--- config.mk ---
export PLATFORM = sky130hd
export DESIGN_NAME = mmio_port_bank_flat
export DESIGN_NICKNAME = d
export VERILOG_FILES = /design/src/rtl/mmio_port_bank_pkg.sv /design/src/rtl/mmio_port_bank_if.sv /design/src/rtl/mmio_port_bank_io_sync_edge.sv /design/src/rtl/mmio_port_bank.sv /design/src/flat_wrapper.sv
export SDC_FILE = /design/constraint.sdc
export NUM_CORES = 1
export LEC_CHECK = 0
export ABC_AREA = 1
export BUFFER_PORTS_ARGS = -buffer_cell sky130_fd_sc_hd__clkbuf_2
export CAP_MARGIN = 20
export CELL_PAD_IN_SITES_DETAIL_PLACEMENT = 1
export CELL_PAD_IN_SITES_GLOBAL_PLACEMENT = 2
export CORE_MARGIN = 1.5
export CORE_UTILIZATION = 32
export CTS_CLUSTER_DIAMETER = 30
export DETAILED_ROUTE_END_ITERATION = 16
export PLACE_DENSITY = 0.84
export SLEW_MARGIN = 20
export SYNTH_ARGS = -nofsm -noshare
export SYNTH_HDL_FRONTEND = slang
export SYNTH_SLANG_ARGS = --single-unit
--- constraint.sdc ---
create_clock -name clk -period 1.5 [get_ports clk]
set_input_delay 0.3 -clock clk [delete_from_list [all_inputs] [get_ports clk]]
set_output_delay 0.3 -clock clk [all_outputs]
set_load 0.02 [all_outputs]
--- src/rtl/mmio_port_bank_pkg.sv ---
// mmio_port_bank_pkg: register offsets within a port window and the default bank base address
package mmio_port_bank_pkg;
  typedef enum logic [1:0] {
    MMIO_OUT  = 2'd0,
    MMIO_IN   = 2'd1,
    MMIO_EDGE = 2'd2,
    MMIO_MASK = 2'd3
  } mmio_reg_e;
  localparam logic [9:0] DEFAULT_BASE_ADDR = 10'h3C0;
endpackage

--- src/rtl/mmio_port_bank_if.sv ---
// mmio_port_bank_if: DAR/MDR-side bus (addr, wr_en/wr_data, rd_en, rd_data/rd_valid, hit); master drives, slave is the bank
interface mmio_port_bank_if #(
  parameter int ADDR_W = 10,
  parameter int DATA_W = 8
) ();
  logic [ADDR_W-1:0] addr;
  logic              wr_en;
  logic [DATA_W-1:0] wr_data;
  logic              rd_en;
  logic [DATA_W-1:0] rd_data;
  logic              rd_valid;
  logic              hit;
  modport master (output addr, wr_en, wr_data, rd_en, input rd_data, rd_valid, hit);
  modport slave  (input addr, wr_en, wr_data, rd_en, output rd_data, rd_valid, hit);
endinterface

--- src/rtl/mmio_port_bank_io_sync_edge.sv ---
// io_sync_edge: STAGES-deep pin synchroniser (d_async -> q) with prev-sample change detect on edge_pulse, gated by primed
module io_sync_edge #(
  parameter int W      = 4,
  parameter int STAGES = 2
) (
  input  logic         clk,
  input  logic         rst_n,
  input  logic [W-1:0] d_async,
  input  logic         primed,
  output logic [W-1:0] q,
  output logic [W-1:0] edge_pulse
);
  logic [STAGES-1:0][W-1:0] sync_q;
  logic [W-1:0]             prev_q;
  always_ff @(posedge clk or negedge rst_n) begin
    if (!rst_n) begin
      sync_q <= '0;
      prev_q <= '0;
    end else begin
      sync_q <= {sync_q[STAGES-2:0], d_async};
      prev_q <= sync_q[STAGES-1];
    end
  end
  assign q          = sync_q[STAGES-1];
  assign edge_pulse = primed ? q ^ prev_q : '0;
endmodule

--- src/rtl/mmio_port_bank.sv ---
// mmio_port_bank: N_PORTS x {OUT, IN, EDGE(W1C), MASK} MMIO ports on bus (slave), pins io_in/io_out, irq = |(EDGE & MASK)
module mmio_port_bank
  import mmio_port_bank_pkg::*;
#(
  parameter int                DATA_W      = 8,
  parameter int                ADDR_W      = 10,
  parameter int                IO_W        = 4,
  parameter int                N_PORTS     = 2,
  parameter logic [ADDR_W-1:0] BASE_ADDR   = ADDR_W'(DEFAULT_BASE_ADDR),
  parameter int                SYNC_STAGES = 2
) (
  input  logic                    clk,
  input  logic                    rst_n,
  mmio_port_bank_if.slave         bus,
  input  logic [N_PORTS*IO_W-1:0] io_in,
  output logic [N_PORTS*IO_W-1:0] io_out,
  output logic                    irq
);
  localparam int CNT_W = $clog2(SYNC_STAGES + 2);
  logic [CNT_W-1:0]        prime_cnt;
  logic                    primed;
  logic [ADDR_W-1:0]       off;
  logic                    hit;
  mmio_reg_e               r;
  logic [N_PORTS-1:0]      sel_v;
  logic [N_PORTS-1:0]      pend_v;
  logic [N_PORTS*IO_W-1:0] fld_all;
  logic [DATA_W-1:0]       rd_mux;
  logic [DATA_W-1:0]       rd_data_q;
  logic                    rd_valid_q;
  assign primed = prime_cnt == CNT_W'(SYNC_STAGES + 1);
  always_ff @(posedge clk or negedge rst_n) begin
    if (!rst_n) prime_cnt <= '0;
    else if (!primed) prime_cnt <= prime_cnt + CNT_W'(1);
  end
  assign off     = bus.addr - BASE_ADDR;
  assign hit     = bus.addr >= BASE_ADDR && off < ADDR_W'(4 * N_PORTS);
  assign r       = mmio_reg_e'(off[1:0]);
  assign bus.hit = hit;
  for (genvar p = 0; p < N_PORTS; p++) begin : g_port
    logic [IO_W-1:0] out_q, mask_q, edge_q, in_q, pulse;
    logic            wr_sel;
    io_sync_edge #(.W(IO_W), .STAGES(SYNC_STAGES)) u_sync (
      .clk       (clk),
      .rst_n     (rst_n),
      .d_async   (io_in[p*IO_W +: IO_W]),
      .primed    (primed),
      .q         (in_q),
      .edge_pulse(pulse)
    );
    assign sel_v[p] = hit && off[ADDR_W-1:2] == (ADDR_W-2)'(p);
    assign wr_sel   = bus.wr_en && sel_v[p];
    always_ff @(posedge clk or negedge rst_n) begin
      if (!rst_n) begin
        out_q  <= '0;
        mask_q <= '0;
        edge_q <= '0;
      end else begin
        if (wr_sel && r == MMIO_OUT) out_q <= bus.wr_data[IO_W-1:0];
        if (wr_sel && r == MMIO_MASK) mask_q <= bus.wr_data[IO_W-1:0];
        edge_q <= (edge_q & ~((wr_sel && r == MMIO_EDGE) ? bus.wr_data[IO_W-1:0] : '0)) | pulse;
      end
    end
    assign fld_all[p*IO_W +: IO_W] = r == MMIO_OUT ? out_q : r == MMIO_IN ? in_q : r == MMIO_EDGE ? edge_q : mask_q;
    assign io_out[p*IO_W +: IO_W]  = out_q;
    assign pend_v[p]               = |(edge_q & mask_q);
  end
  always_comb begin
    rd_mux = '0;
    for (int p = 0; p < N_PORTS; p++) if (sel_v[p]) rd_mux = DATA_W'(fld_all[p*IO_W +: IO_W]);
  end
  always_ff @(posedge clk or negedge rst_n) begin
    if (!rst_n) begin
      rd_data_q  <= '0;
      rd_valid_q <= 1'b0;
      irq        <= 1'b0;
    end else begin
      rd_valid_q <= bus.rd_en;
      if (bus.rd_en) rd_data_q <= rd_mux;
      irq <= |pend_v;
    end
  end
  assign bus.rd_data  = rd_data_q;
  assign bus.rd_valid = rd_valid_q;
endmodule

--- src/flat_wrapper.sv ---
// flat-port wrapper written by rule: the top's interface ports become plain ports
module mmio_port_bank_flat import mmio_port_bank_pkg::*;
#(
  parameter int                DATA_W      = 8,
  parameter int                ADDR_W      = 10,
  parameter int                IO_W        = 4,
  parameter int                N_PORTS     = 2,
  parameter logic [ADDR_W-1:0] BASE_ADDR   = ADDR_W'(DEFAULT_BASE_ADDR),
  parameter int                SYNC_STAGES = 2
)
  (clk, rst_n, io_in, io_out, irq, bus_addr, bus_wr_en, bus_wr_data, bus_rd_en, bus_rd_data, bus_rd_valid, bus_hit);
  mmio_port_bank_if #(.ADDR_W(ADDR_W), .DATA_W(DATA_W)) bus_i ();
  input  logic clk;
  input  logic rst_n;
  input  logic [N_PORTS*IO_W-1:0] io_in;
  output logic [N_PORTS*IO_W-1:0] io_out;
  output logic irq;
  input wire logic [$bits(bus_i.addr)-1:0] bus_addr;
  input wire logic [$bits(bus_i.wr_en)-1:0] bus_wr_en;
  input wire logic [$bits(bus_i.wr_data)-1:0] bus_wr_data;
  input wire logic [$bits(bus_i.rd_en)-1:0] bus_rd_en;
  output wire logic [$bits(bus_i.rd_data)-1:0] bus_rd_data;
  output wire logic [$bits(bus_i.rd_valid)-1:0] bus_rd_valid;
  output wire logic [$bits(bus_i.hit)-1:0] bus_hit;
  assign bus_i.addr = bus_addr;
  assign bus_i.wr_en = bus_wr_en;
  assign bus_i.wr_data = bus_wr_data;
  assign bus_i.rd_en = bus_rd_en;
  assign bus_rd_data = bus_i.rd_data;
  assign bus_rd_valid = bus_i.rd_valid;
  assign bus_hit = bus_i.hit;
  mmio_port_bank #(.DATA_W(DATA_W), .ADDR_W(ADDR_W), .IO_W(IO_W), .N_PORTS(N_PORTS), .BASE_ADDR(BASE_ADDR), .SYNC_STAGES(SYNC_STAGES)) u_core (.clk(clk), .rst_n(rst_n), .bus(bus_i), .io_in(io_in), .io_out(io_out), .irq(irq));
endmodule
==> After elaboration in Yosys (flattened, before gate mapping) <==
Cells that the tools add are included.
{ "classes": {"n_lt_le_gt_ge": 2, "muxes": 12, "n_eq_ne": 5, "n_bitwise": 10, "n_reduce_logical": 14, "addsub": 2} }
{ "op_table": {"columns": ["operator", "n"], "rows": [
  ["$mux W4", 12],
  ["$and A4 B4 Y4", 4],
  ["$logic_and A1 B1 Y1", 11],
  ["$ge A10 B10 Y1 const B", 1],
  ["$lt A10 B4 Y1 const B", 1],
  ["$sub A10 B10 Y10 const B", 1],
  ["$eq A8 B1 Y1 const B", 1],
  ["$logic_not A8 Y1", 1],
  ["$not A4 Y4", 2],
  ["$or A4 B4 Y4", 2],
  ["$reduce_or A8 Y1", 1],
  ["$xor A4 B4 Y4", 2],
  ["$eq A2 B2 Y1 const B", 3],
  ["$add A2 B1 Y2 const B", 1],
  ["$eq A2 B1 Y1 const B", 1],
  ["$logic_not A2 Y1", 1]
]} }
{ "word_totals": {"wordCells": 61, "register_bits": 60, "inputBits": 30, "out_inout_bits": 19} }

==> Depth between registers and ports, before layout <==
{ "depth": {"ltp_word": 10, "mapped_depth": 10, "mapped_depth_nobuf": 10} }

==> By module <==
A second synthesis with hierarchy kept.
{ "unflattened": {"cells_unflattened": 308, "hier_area_um2": 2546.2} }
{ "by_module_without_submodules": {"columns": ["mod", "cells_each", "n_inst", "seq_area_each_um2", "area_per_inst_um2"], "rows": [
  ["mmio_port_bank", 244, 1, 800.8, 1765.4],
  ["io_sync_edge", 32, 2, 300.3, 390.4]
]} }

==> Worst setup path before layout <==
Ideal clock, no wire load.
{ "synth_timing": {"path_kind": "register to register", "start": "register u_core.prime_cnt[0]", "end": "register u_core.prime_cnt[1]", "required_ns": 1.375, "setup_slack_ns": 0.255, "stages_incl_launch_ff": 4, "path_buffers": 1, "t_arrival_ns": 1.120, "path_cell_list": "dfrtp_1 ha_1 clkbuf_1 mux2_2"} }
{ "synth_via": {"elab_chain_cells": 1, "word_cells_on_any_way": 2, "cone_classes": "add/sub (1); eq/ne (1)"} }
{ "synth_rtl": {"columns": ["element", "line_no", "rtl"], "rows": [
  ["from (decl)", "mmio_port_bank.sv:20", "logic [CNT_W-1:0] prime_cnt;"],
  ["from (signal assigned)", "mmio_port_bank.sv:34", "else if (!primed) prime_cnt <= prime_cnt + CNT_W'(1);"],
  ["$add A2 B1 Y2 or $eq A2 B2 Y1 (tied branches)", "mmio_port_bank.sv:34, mmio_port_bank.sv:31", null]
]} }
Parallel ways exist; a longest one is shown, timed or not.
A chain may end at the register's enable or synchronous reset.

==> Worst setup path in the final report <==
{ "layout_timing": {"start": "input bus_addr[5]", "end": "output bus_hit"} }
{ "layout_via": {"elab_chain_cells": 3, "word_cells_on_any_way": 4, "cone_classes": "add/sub (1); order compare (2); reduce/logical (1)"} }
{ "layout_rtl": {"columns": ["element", "line_no", "rtl"], "rows": [
  ["from (decl)", "flat_wrapper.sv:18", "input wire logic [$bits(bus_i.addr)-1:0] bus_addr;"],
  ["$sub A10 B10 Y10", "mmio_port_bank.sv:36", "assign off = bus.addr - BASE_ADDR;"],
  ["$lt A10 B4 Y1", "mmio_port_bank.sv:37", "assign hit = bus.addr >= BASE_ADDR && off < ADDR_W'(4 * N_PORTS);"],
  ["$logic_and A1 B1 Y1 *", "mmio_port_bank.sv:37", null],
  ["to (decl)", "flat_wrapper.sv:24", "output wire logic [$bits(bus_i.hit)-1:0] bus_hit;"]
]} }
Every way passes the cells marked *; elsewhere a longest branch is shown, timed or not.

==> results.sh <==
export IMPL_drive_gt1_share_pct=23.8
export IMPL_final_setup_skew_ns=0.00733
export IMPL_grt_max_degree=57
export IMPL_ant_nets=0
export IMPL_root_buffer="clkbuf_8"
export IMPL_wirelength_um=5900
export IMPL_antenna_found_initial=0
export IMPL_ys_types=27
export IMPL_antennaDiodeCount=0
export IMPL_cp_cell_sequence="clkbuf_2 > inv_1 > nand2_1 > nor2_2 > buf_4 > nand2_1 > inv_1 > clkbuf_2"
export IMPL_fin_crit_sh_pct=87.1
export IMPL_fmax_mhz=765
export IMPL_grtUsageTotal_pct=15.5
export IMPL_syn_area_um2=2450
export IMPL_cp_slowest_cell="clkbuf_2"
export IMPL_die_w_um=90.5
export IMPL_area_growth_pct=19.5
export IMPL_dp_cells=426
export IMPL_cts_tree="yes"
export IMPL_die_area_um2=8190
export IMPL_avgSynthCellArea_um2=8.75
export IMPL_max_cap_violations=0
export IMPL_clock_sinks=56
export IMPL_die_y_um=90.5
export IMPL_cts_buffers=5
export IMPL_synthCells=280
export IMPL_cts_buffer_depth=2
export IMPL_first_iter_violations=82
export IMPL_gp_congestion=0.852
export IMPL_worstSetupPathType="input port to primary output"
export IMPL_startpoint_type="input port"
export IMPL_finalSetupViolations=0
export IMPL_hp_class="input port to flip-flop"
export IMPL_rsz0062_at_grt="false"
export IMPL_core_area_um2=7330
export IMPL_power_leakage_uw=0.00151
export IMPL_row_count=31
export IMPL_io_pins=49
export IMPL_postCtsSetupBuffers=0
export IMPL_dr_pass1_iters=4
export IMPL_grt_overflow=0
export IMPL_viasPerCell=4.59
export IMPL_htree_levels=2
export IMPL_ys_warnings_count=0
export IMPL_synth_seq_cells=56
export IMPL_yosysSeqAreaShare_pct=57.2
export IMPL_final_nets=366
export IMPL_status="finished, final reports clean"
export IMPL_fin_crit_ns=1.31
export IMPL_cpPeakStageDelay_ns=0.15
export IMPL_hpwl_um=4550
export IMPL_clk_pin_slew_ns=0.10
export IMPL_end_kind="primary output"
export IMPL_wl_per_cell_um=13.6
export IMPL_cp_data_required_time_ns=1.20
export IMPL_maxSlewViolCount=0
export IMPL_final_cells=435
export IMPL_insertion_delay_ns=0.31
export IMPL_io_buffers=40
export IMPL_grt_pass1_wl_um=9740
export IMPL_cts_resized=0
export IMPL_cellPowerDensity_nw_per_um2=918
export IMPL_worst_path_max_fanout=3
export IMPL_vias=1996
export IMPL_hold_buffers=1
export IMPL_cp_arrival_ns=1.01
export IMPL_drc=0
export IMPL_grt_pass1_vias=1995
export IMPL_start_util_pct=33.4
export IMPL_hold_viol=0
export IMPL_vdd_drop_max_mv=0.373
export IMPL_fin_tns_setup_ns=0
-- critical path, delay by kind of cell --
family	cells	cell delay [ns]
buffers and inverters	5	0.47
and+or+nand+nor	3	0.24
-- through the flow --
step | power [uW] | instance area (um^2) | setup WS, ns | hold slack (ns) | util, %
after floorplan | 1750 | 2460 | 0.255 | 0.00441 | -
after CTS | 2730 | 2930 | 0.181 | 0.0711 | 39.9
final | 2690 | 2930 | 0.193 | 0.0779 | 39.9
after global placement | 1870 | 2830 | 0.0949 | 0.325 | 38.6
after global routing | 2820 | 2930 | 0.114 | 0.0652 | 39.9
after detailed placement | 1880 | 2830 | 0.0492 | 0.331 | 38.6
-- flip-flops by register name (all words and copies together) (netlist names) --
signal / count
u_core.bus.rd_data: 4
u_core.bus.rd_valid: 1
u_core.g_port.edge_q: 8
u_core.g_port.mask_q: 8
u_core.g_port.out_q: 8
u_core.g_port.u_sync.prev_q: 8
u_core.g_port.u_sync.q: 8
u_core.g_port.u_sync.sync_q: 8
u_core.irq: 1
u_core.prime_cnt: 2
-- routing by layer --
| layer | wire (um) | track usage (%) | up-vias | share of wire (%) |
|---|---|---|---|---|
| li1 | - | - | 981 | - |
| met1 | 2750 | 20.0 | 966 | 46 |
| met2 | 2890 | 26.5 | 43 | 49 |
| met3 | 196 | 2.69 | 6 | 3.3 |
| met4 | 70 | 4.37 | 0 | 1.2 |
| met5 | 0 | 0 | - | 0 |
-- path summary, 6_finish.rpt --
kind	from	endpoint	slack, ns	depth (start not counted)
max	bus_addr[5]	bus_hit	0.19	8
min	io_in[5]	u_core.g_port[1].u_sync.sync_q[1]	0.08	1
max reg2reg	u_core.g_port[1].edge_q[2]	u_core.irq	0.31	4
min reg2reg	u_core.g_port[0].u_sync.sync_q[3]	u_core.g_port[0].u_sync.q[3]	0.36	0
max in group asynchronous	rst_n	u_core.g_port[1].mask_q[3]	0.75	3
min in group asynchronous	rst_n	u_core.g_port[0].u_sync.sync_q[2]	0.50	3
-- logic make-up (layout without fill, tap and decap cells) --
logic type,after synthesis,after routing,synth area share (%)
and+or+nand+nor,147,147,26.7
xor gates and xnor gates,1,1,0.358
buffers and inverters,38,91,6.89
adders and majority gates,1,1,0.511
other,1,4,0.153
AOI/OAI and AO/OA,35,35,7.71
muxes,1,1,0.460
DFF,56,56,57.2
-- cells in the final DEF, fill, tap and decap left out, types with 4 or more instances in the layout --
cell type  instances
nand2_1           87
dfrtp_1           56
clkbuf_2          40
inv_1             28
o21ai_0           25
nor2_1            21
nand3_1           19
buf_4             10
or2_2              8
clkbuf_8           5
nand3_2            4
conb_1             4
-- final cells by class --
type	count	area (um^2)
fill	921	4400
sequential	56	1400
multi-input combinational	189	891
timing repair buffer	52	305
tap	99	124
inverter	31	116
clock buffer	5	68.8
clock inverter	3	21.3
-- synthesized netlist by cell type, drive strengths merged --
cell type,count,area [um^2]
or2,8,50.1
mux2,1,11.3
clkbuf,1,3.75
ha,1,12.5
nor2,25,114
nand3,23,135
xnor2,1,8.76
nand4,2,12.5
buf,6,48.8
o22ai,2,12.5
o211ai,1,7.51
nand2,88,338
a21oi,3,15.0
conb,1,3.75
dfrtp,56,1400
o21ai,26,130
o21a,2,15.0
a221oi,1,8.76
nor3,1,5.00
inv,31,116
-- power breakdown --
part / switching (uW) / leakage, uW / internal [uW]
Combinational: 170 / 0.000801 / 92.9
Sequential: 27.5 / 0.000668 / 1560
Clock: 509 / 0.0000445 / 333
Total: 707 / 0.00151 / 1980
(Power assumes the default switching activity.)
